`config.mk`:
```
export PLATFORM = sky130hd
export DESIGN_NAME = palette_ctrl_flat
export DESIGN_NICKNAME = d
export VERILOG_FILES = /design/src/rtl/palette_if.sv /design/src/rtl/palette_ctrl.sv /design/src/flat_wrapper.sv
export SDC_FILE = /design/constraint.sdc
export NUM_CORES = 1
export LEC_CHECK = 0
export CAP_MARGIN = 10
export CORE_MARGIN = 2
export CORE_UTILIZATION = 34
export CTS_BUF_LIST = sky130_fd_sc_hd__clkbuf_16
export CTS_CLUSTER_DIAMETER = 120
export DETAILED_ROUTE_END_ITERATION = 7
export GPL_ROUTABILITY_DRIVEN = 1
export SLEW_MARGIN = 20
export SYNTH_ARGS = -nofsm -noshare
export SYNTH_HDL_FRONTEND = slang
export SYNTH_SLANG_ARGS = --single-unit
```
`constraint.sdc`:
```
create_clock -name clk -period 3 [get_ports clk]
set_input_delay 0.3 -clock clk [delete_from_list [all_inputs] [get_ports clk]]
set_output_delay 0.3 -clock clk [all_outputs]
set_load 0.1 [all_outputs]
```
`src/rtl/palette_if.sv`:
```
// Palette controller bus bundle: ROM preload, pixel lookup and CPU access signals.
// master = surrounding system, slave = palette_ctrl; PALETTE_GRAYSCALE_EN adds the grayscale input.
interface palette_if #(
  parameter int CW = 6
);
  logic [4:0]    rom_addr;
  logic [7:0]    rom_dout;
  logic          init_done;
  logic          pix_valid;
  logic [4:0]    pix_idx;
  logic          pix_color_valid;
  logic [CW-1:0] pix_color;
  logic          cpu_req;
  logic          cpu_we;
  logic [4:0]    cpu_addr;
  logic [CW-1:0] cpu_wdata;
  logic          cpu_ready;
  logic          cpu_rvalid;
  logic [CW-1:0] cpu_rdata;
`ifdef PALETTE_GRAYSCALE_EN
  logic          grayscale;

  modport master (
    input  rom_addr, init_done, pix_color_valid, pix_color, cpu_ready, cpu_rvalid, cpu_rdata,
    output rom_dout, pix_valid, pix_idx, cpu_req, cpu_we, cpu_addr, cpu_wdata, grayscale
  );
  modport slave (
    output rom_addr, init_done, pix_color_valid, pix_color, cpu_ready, cpu_rvalid, cpu_rdata,
    input  rom_dout, pix_valid, pix_idx, cpu_req, cpu_we, cpu_addr, cpu_wdata, grayscale
  );
`else
  modport master (
    input  rom_addr, init_done, pix_color_valid, pix_color, cpu_ready, cpu_rvalid, cpu_rdata,
    output rom_dout, pix_valid, pix_idx, cpu_req, cpu_we, cpu_addr, cpu_wdata
  );
  modport slave (
    output rom_addr, init_done, pix_color_valid, pix_color, cpu_ready, cpu_rvalid, cpu_rdata,
    input  rom_dout, pix_valid, pix_idx, cpu_req, cpu_we, cpu_addr, cpu_wdata
  );
`endif
endinterface

```
`src/rtl/palette_ctrl.sv`:
```
// NES palette RAM: preloads 32 entries from ROM after reset, then serves pixel (priority) and CPU ports.
// Pixel/CPU reads return one cycle later; optional PALETTE_GRAYSCALE_EN masks pixel colours to 6'h30.
module palette_ctrl #(
  parameter int NUM_ENTRIES = 32,
  parameter int CW          = 6
) (
  input  logic     clk,
  input  logic     rst_n,
  palette_if.slave bus
);
  localparam int AW = $clog2(NUM_ENTRIES);

  typedef enum logic [1:0] {LOAD, FLUSH, RUN} state_e;

  state_e        state_q, state_d;
  logic [AW-1:0] load_cnt_q, load_cnt_d;
  logic [4:0]    ld_addr_q, ld_addr_d;
  logic          ld_wr_q, ld_wr_d;
  logic          pix_vld_q, pix_vld_d;
  logic [CW-1:0] pix_color_q, pix_color_d;
  logic          cpu_rvalid_q, cpu_rvalid_d;
  logic [CW-1:0] cpu_rdata_q, cpu_rdata_d;

  logic [CW-1:0] mem_q [32];
  logic          mem_we;
  logic [4:0]    mem_waddr;
  logic [CW-1:0] mem_wdata;

  logic [4:0]    rom_addr;
  logic          cpu_ready;
  logic [CW-1:0] pix_mask;
  logic          unused_rom_hi;

  // Sprite backdrop slots 0x10/0x14/0x18/0x1C alias the background entries below them.
  function automatic logic [4:0] mirror(input logic [4:0] a);
    return (a[4] && (a[1:0] == 2'b00)) ? {1'b0, a[3:0]} : a;
  endfunction

  assign unused_rom_hi = ^bus.rom_dout[7:CW];

`ifdef PALETTE_GRAYSCALE_EN
  assign pix_mask = bus.grayscale ? CW'(6'h30) : '1;
`else
  assign pix_mask = '1;
`endif

  always_comb begin
    state_d      = state_q;
    load_cnt_d   = load_cnt_q;
    ld_addr_d    = ld_addr_q;
    ld_wr_d      = 1'b0;
    pix_vld_d    = 1'b0;
    pix_color_d  = pix_color_q;
    cpu_rvalid_d = 1'b0;
    cpu_rdata_d  = cpu_rdata_q;
    rom_addr     = 5'd0;
    cpu_ready    = 1'b0;
    // Preload write trails the ROM address by one cycle, covering FLUSH as well.
    mem_we       = ld_wr_q;
    mem_waddr    = mirror(ld_addr_q);
    mem_wdata    = bus.rom_dout[CW-1:0];

    case (state_q)
      LOAD: begin
        rom_addr   = 5'(load_cnt_q);
        load_cnt_d = load_cnt_q + 1'b1;
        ld_addr_d  = 5'(load_cnt_q);
        ld_wr_d    = 1'b1;
        if (load_cnt_q == AW'(NUM_ENTRIES - 1)) begin
          state_d = FLUSH;
        end
      end
      FLUSH: begin
        state_d = RUN;
      end
      RUN: begin
        cpu_ready = !bus.pix_valid;
        if (bus.pix_valid) begin
          pix_vld_d   = 1'b1;
          pix_color_d = mem_q[mirror(bus.pix_idx)] & pix_mask;
        end
        if (bus.cpu_req && cpu_ready) begin
          if (bus.cpu_we) begin
            mem_we    = 1'b1;
            mem_waddr = mirror(bus.cpu_addr);
            mem_wdata = bus.cpu_wdata;
          end else begin
            cpu_rvalid_d = 1'b1;
            cpu_rdata_d  = mem_q[mirror(bus.cpu_addr)];
          end
        end
      end
      default: begin
        state_d = LOAD;
      end
    endcase
  end

  always_ff @(posedge clk or negedge rst_n) begin
    if (!rst_n) begin
      state_q      <= LOAD;
      load_cnt_q   <= '0;
      ld_addr_q    <= '0;
      ld_wr_q      <= 1'b0;
      pix_vld_q    <= 1'b0;
      pix_color_q  <= '0;
      cpu_rvalid_q <= 1'b0;
      cpu_rdata_q  <= '0;
    end else begin
      state_q      <= state_d;
      load_cnt_q   <= load_cnt_d;
      ld_addr_q    <= ld_addr_d;
      ld_wr_q      <= ld_wr_d;
      pix_vld_q    <= pix_vld_d;
      pix_color_q  <= pix_color_d;
      cpu_rvalid_q <= cpu_rvalid_d;
      cpu_rdata_q  <= cpu_rdata_d;
    end
  end

  // Contents are undefined after reset; the preload rewrites every entry.
  always_ff @(posedge clk) begin
    if (mem_we) begin
      mem_q[mem_waddr] <= mem_wdata;
    end
  end

  assign bus.rom_addr        = rom_addr;
  assign bus.init_done       = (state_q == RUN);
  assign bus.cpu_ready       = cpu_ready;
  assign bus.pix_color_valid = pix_vld_q;
  assign bus.pix_color       = pix_color_q;
  assign bus.cpu_rvalid      = cpu_rvalid_q;
  assign bus.cpu_rdata       = cpu_rdata_q;
endmodule

```
`src/flat_wrapper.sv`:
```
// flat-port wrapper written by rule: the top's interface ports become plain ports
module palette_ctrl_flat 
#(
  parameter int NUM_ENTRIES = 32,
  parameter int CW          = 6
)
  (clk, rst_n, bus_rom_addr, bus_init_done, bus_pix_color_valid, bus_pix_color, bus_cpu_ready, bus_cpu_rvalid, bus_cpu_rdata, bus_rom_dout, bus_pix_valid, bus_pix_idx, bus_cpu_req, bus_cpu_we, bus_cpu_addr, bus_cpu_wdata);
  palette_if #(.CW(CW)) bus_i ();
  input  logic clk;
  input  logic rst_n;
  output wire logic [$bits(bus_i.rom_addr)-1:0] bus_rom_addr;
  output wire logic [$bits(bus_i.init_done)-1:0] bus_init_done;
  output wire logic [$bits(bus_i.pix_color_valid)-1:0] bus_pix_color_valid;
  output wire logic [$bits(bus_i.pix_color)-1:0] bus_pix_color;
  output wire logic [$bits(bus_i.cpu_ready)-1:0] bus_cpu_ready;
  output wire logic [$bits(bus_i.cpu_rvalid)-1:0] bus_cpu_rvalid;
  output wire logic [$bits(bus_i.cpu_rdata)-1:0] bus_cpu_rdata;
  input wire logic [$bits(bus_i.rom_dout)-1:0] bus_rom_dout;
  input wire logic [$bits(bus_i.pix_valid)-1:0] bus_pix_valid;
  input wire logic [$bits(bus_i.pix_idx)-1:0] bus_pix_idx;
  input wire logic [$bits(bus_i.cpu_req)-1:0] bus_cpu_req;
  input wire logic [$bits(bus_i.cpu_we)-1:0] bus_cpu_we;
  input wire logic [$bits(bus_i.cpu_addr)-1:0] bus_cpu_addr;
  input wire logic [$bits(bus_i.cpu_wdata)-1:0] bus_cpu_wdata;
  assign bus_rom_addr = bus_i.rom_addr;
  assign bus_init_done = bus_i.init_done;
  assign bus_pix_color_valid = bus_i.pix_color_valid;
  assign bus_pix_color = bus_i.pix_color;
  assign bus_cpu_ready = bus_i.cpu_ready;
  assign bus_cpu_rvalid = bus_i.cpu_rvalid;
  assign bus_cpu_rdata = bus_i.cpu_rdata;
  assign bus_i.rom_dout = bus_rom_dout;
  assign bus_i.pix_valid = bus_pix_valid;
  assign bus_i.pix_idx = bus_pix_idx;
  assign bus_i.cpu_req = bus_cpu_req;
  assign bus_i.cpu_we = bus_cpu_we;
  assign bus_i.cpu_addr = bus_cpu_addr;
  assign bus_i.cpu_wdata = bus_cpu_wdata;
  palette_ctrl #(.NUM_ENTRIES(NUM_ENTRIES), .CW(CW)) u_core (.clk(clk), .rst_n(rst_n), .bus(bus_i));
endmodule
```
==> summary.md <==
| Metric | Value |
|---|---|
| Worst slack, placed | `88.1 ps` |
| Syn Area/Cell | `14.9 µm²` |
| Sink Count | `219` |
| Final Power | `7.28 mW` |
| Worst reg2reg startpoint | `u_core.state_q[0]$_DFFE_PN0P_` |
| VDD IR max | `363 µV` |
| Dominant cell type by area after synthesis | `edfxtp_1` |
| Crit path launch | `u_core.state_q[0]$_DFFE_PN0P_` |
| Crit end category | `register` |
| Hold slack final | `187 ps` |
| Die ar. | `32,500 µm²` |
| Number of flops mapped to enable cells by yosys | `192` |
| Filler cells | `2,833` |
| Min Tclk post-route | `2770 ps` |
| Htree depth | `1` |
| Final max-slew violation count | `0` |
| Worst Max-Slew Pin Slew | `880 ps` |
| Nets@finish | `829` |
| Vias in the first global route | `6,745` |
| RSZ-0062 raised after global routing | `no` |
| Sequential fraction of the synthesis area | `0.609` |
| Final Cycle Share | `0.924` |
| Register Area | `6440 µm²` |
| Area contributors post-synth | `edfxtp_1 55%, mux2i_1 9.0%, mux4_2 8.3%` |
| Worst-path cell chain | `nand2b_1 -> or3_1 -> buf_4 -> a31oi_1 -> nor2_1` |
| First-pass detailed-route iteration total | `5` |
| Worst R2R End | `u_core.mem_q[21][5]$_DFFE_PP_` |
| Area after DPL | `11,600 µm²` |
| # resized after CTS | `0` |
| Antenna Nets Post-Route | `0` |
| CTS tree | `yes` |
| WL per Instance | `22.8 µm` |
| Post-route cell area | `12,400 µm²` |
| CP max stage delay | `680 ps` |
| Startpoint types | `register` |
| Ports | `50` |
| Max-slew headroom at the worst pin | `0.410` |
| Status | `finished clean` |
| Reg2reg path depth | `5` |
| Die width | `180 µm` |
| DRC | `0` |
| Clk_skew | `11.3 ps` |
| Met3 Use GR | `0.0259` |
| Register bit total from synthesis | `219` |
| Async SR Flop Fraction | `0.123` |
| Crit path max-delay cell type | `a31oi_1` |
| Starting density of the core | `0.346` |
| RePlAce Congestion | `0.849` |
| First-pass GRT wire length | `41.5 mm` |
| ANT cells | `0` |
| GR peak layer | `met2` |
| CTS Buf Count | `24` |
| HP Class | `in -> async` |
| Yosys warns | `0` |
| Die H | `180 µm` |
| Synth cell types | `53` |
| Largest net degree at the start of global routing | `51` |
| Clk slew on worst S/H paths | `60 ps` |
| Post-Route Setup TNS | `0 ps` |
| Clock buffer depth | `3` |
| Via count | `6,653` |
| Worst-Skew Late Latency | `520 ps` |
| Drt total wl | `27.7 mm` |
| Post-synth top area share | `0.546` |
| Share of cells above drive strength 1 | `0.193` |
| Hold buffers post-CTS | `0` |
| Rows | `64` |
| Met2 Use GR | `0.267` |
| Worst Slack Setup Final | `228 ps` |
| FF-to-FF setup slack | `230 ps` |
| Vias per std cell | `5.49` |
| Area delta synth->final | `17.3%` |
| Power Density | `588 nW/µm²` |
| Root Buffer | `clkbuf_16` |
| Setup bufs post-CTS | `0` |
| Post-Syn Instances | `710` |
| Multi-input gate area | `3860 µm²` |
| Worst setup endpoint | `u_core.mem_q[21][5]$_DFFE_PP_` |
| IO buf count | `47` |
| Critical path type | `reg -> reg` |
| Ys flop type | `edfxtp_1` |
| CP Data Arrival Time | `2950 ps` |
| Fin. Hold Viols | `0` |
| Initial antenna violation count | `0` |
| Core footprint | `30,600 µm²` |
| DRT iter0 DRCs | `534` |
| Post-DP HPWL | `19.4 mm` |
| Mapped Area | `10,600 µm²` |
| Critical Path Fanout Max | `9` |
| Max Cap Violations | `0` |
| GRT Total Usage | `0.168` |
| Crit path required time | `3170 ps` |
| Leakage power | `4.51 nW` |
| GR met1 Demand/Resource | `0.234` |
| Gr ovfl total | `0` |
| Setup Viol. Count Final | `0` |
| Fmax | `0.361 GHz` |
-- logic make-up (layout without fill, tap and decap cells) --
logic type	Yosys count	count (layout)	synth area share
flops	219	219	0.609
other cells	1	24	0.000355
simple gates	147	147	0.0635
compound gates	130	130	0.0920
fa+ha+maj	2	2	0.00237
mux	147	147	0.195
buf+inv	60	142	0.0336
xor+xnor	4	4	0.00332
-- per-stage QoR --
stage          instances  utilization
2_1_floorplan        733            -
3_3_place_gp        1168        0.379
3_5_place_dp        1168        0.379
4_1_cts             1211        0.405
5_1_grt             1211        0.405
6_report            1211        0.405
-- worst min-delay path by stage --
stage	from	end	depth (start not counted)
final	rst_n	u_core.state_q[1]$_DFFE_PN0P_	2
after global routing	rst_n	u_core.ld_addr_q[1]$_DFFE_PN0P_	2
after CTS	rst_n	u_core.ld_addr_q[1]$_DFFE_PN0P_	2
after detailed placement	u_core.load_cnt_q[3]$_DFFE_PN0P_	u_core.load_cnt_q[3]$_DFFE_PN0P_	1
after global placement	u_core.state_q[0]$_DFFE_PN0P_	u_core.state_q[1]$_DFFE_PN0P_	1
after floorplan	rst_n	u_core.bus.cpu_rdata[0]$_DFFE_PN0P_	0
-- cells in the mapped netlist (2+ instances only) --
library cell and n:
edfxtp_1 192, nand2b_1 5, mux2i_1 95, ha_1 2, a311o_1 9, a211oi_1 11
dfrtp_1 27, nor4_1 5, mux4_2 39, o21bai_1 2, nor3b_1 3, and3_1 3
nor2_1 50, a221oi_1 7, inv_1 9, a211o_1 5, o221ai_1 3, buf_12 3
mux2_2 7, a221o_1 3, buf_4 9, buf_2 14, a21oi_1 23, nor4b_1 2
a22oi_1 37, o311a_1 3, xor2_1 2, nand2_1 53, a31oi_2 2, and2_1 9
mux4_1 6, nor3_1 2, clkbuf_1 19, buf_6 4, nand3_1 2, a31oi_1 12
xnor2_1 2, nor2b_1 10, a2111oi_0 5
-- where the power goes --
group / internal [mW] / total (mW) / switching, mW / leakage [nW]
sequential: 3.40 / 3.43 / 0.0382 / 2.06
clock: 1.78 / 2.97 / 1.20 / 0.410
combinational: 0.278 / 0.876 / 0.599 / 2.03
total: 5.45 / 7.28 / 1.83 / 4.51
-- registers in the layout, summed over array words and instances, names as in the netlist --
| signal | count |
|---|---|
| u_core.bus.cpu_rdata | 6 |
| u_core.bus.cpu_rvalid | 1 |
| u_core.bus.pix_color | 6 |
| u_core.bus.pix_color_valid | 1 |
| u_core.ld_addr_q | 5 |
| u_core.ld_wr_q | 1 |
| u_core.load_cnt_q | 5 |
| u_core.mem_q | 192 |
| u_core.state_q | 2 |
-- routing by layer --
layer | vias to the layer above | share of wire
met5 | - | 0
met4 | 0 | 0.030
met3 | 51 | 0.063
met2 | 241 | 0.46
met1 | 3374 | 0.44
li1 | 2987 | -
-- worst max-delay path, delay by kind of cell, from the launching register on --
kind	cells	cell delay, ps
buf+inv	1	230
compound gates	1	680
flops	1	390
simple gates	3	1130
-- area by class of cell --
cell class                 instances  area share
tap                              396      0.0400
inverter                          10     0.00303
multi-input combinational        454       0.312
clock buffer                      25      0.0505
timing repair buffer              89      0.0610
clock inverter                    18      0.0142
sequential                       219       0.520
-- cell usage in the layout (no fill, tap or decap), types with 6 or more instances in the layout --
| cell type | netlist | layout |
|---|---|---|
| nand2_1 | 53 | 53 |
| buf_4 | 9 | 62 |
| mux2i_1 | 95 | 95 |
| edfxtp_1 | 192 | 192 |
| clkbuf_16 | 0 | 25 |
| nor2b_1 | 10 | 10 |
| a21oi_1 | 23 | 23 |
| conb_1 | 1 | 24 |
| a22oi_1 | 37 | 37 |
| mux4_1 | 6 | 6 |
| clkdlybuf4s50_1 | 0 | 22 |
| a221oi_1 | 7 | 7 |
| mux2_2 | 7 | 7 |
| mux4_2 | 39 | 39 |
| a211oi_1 | 11 | 11 |
| a31oi_1 | 12 | 12 |
| dfrtp_1 | 27 | 27 |
| clkinv_2 | 0 | 7 |
| and2_1 | 9 | 9 |
| a311o_1 | 9 | 9 |
| nor2_1 | 50 | 50 |
| inv_1 | 9 | 12 |
Note: power is estimated with default switching activity, not from simulation.
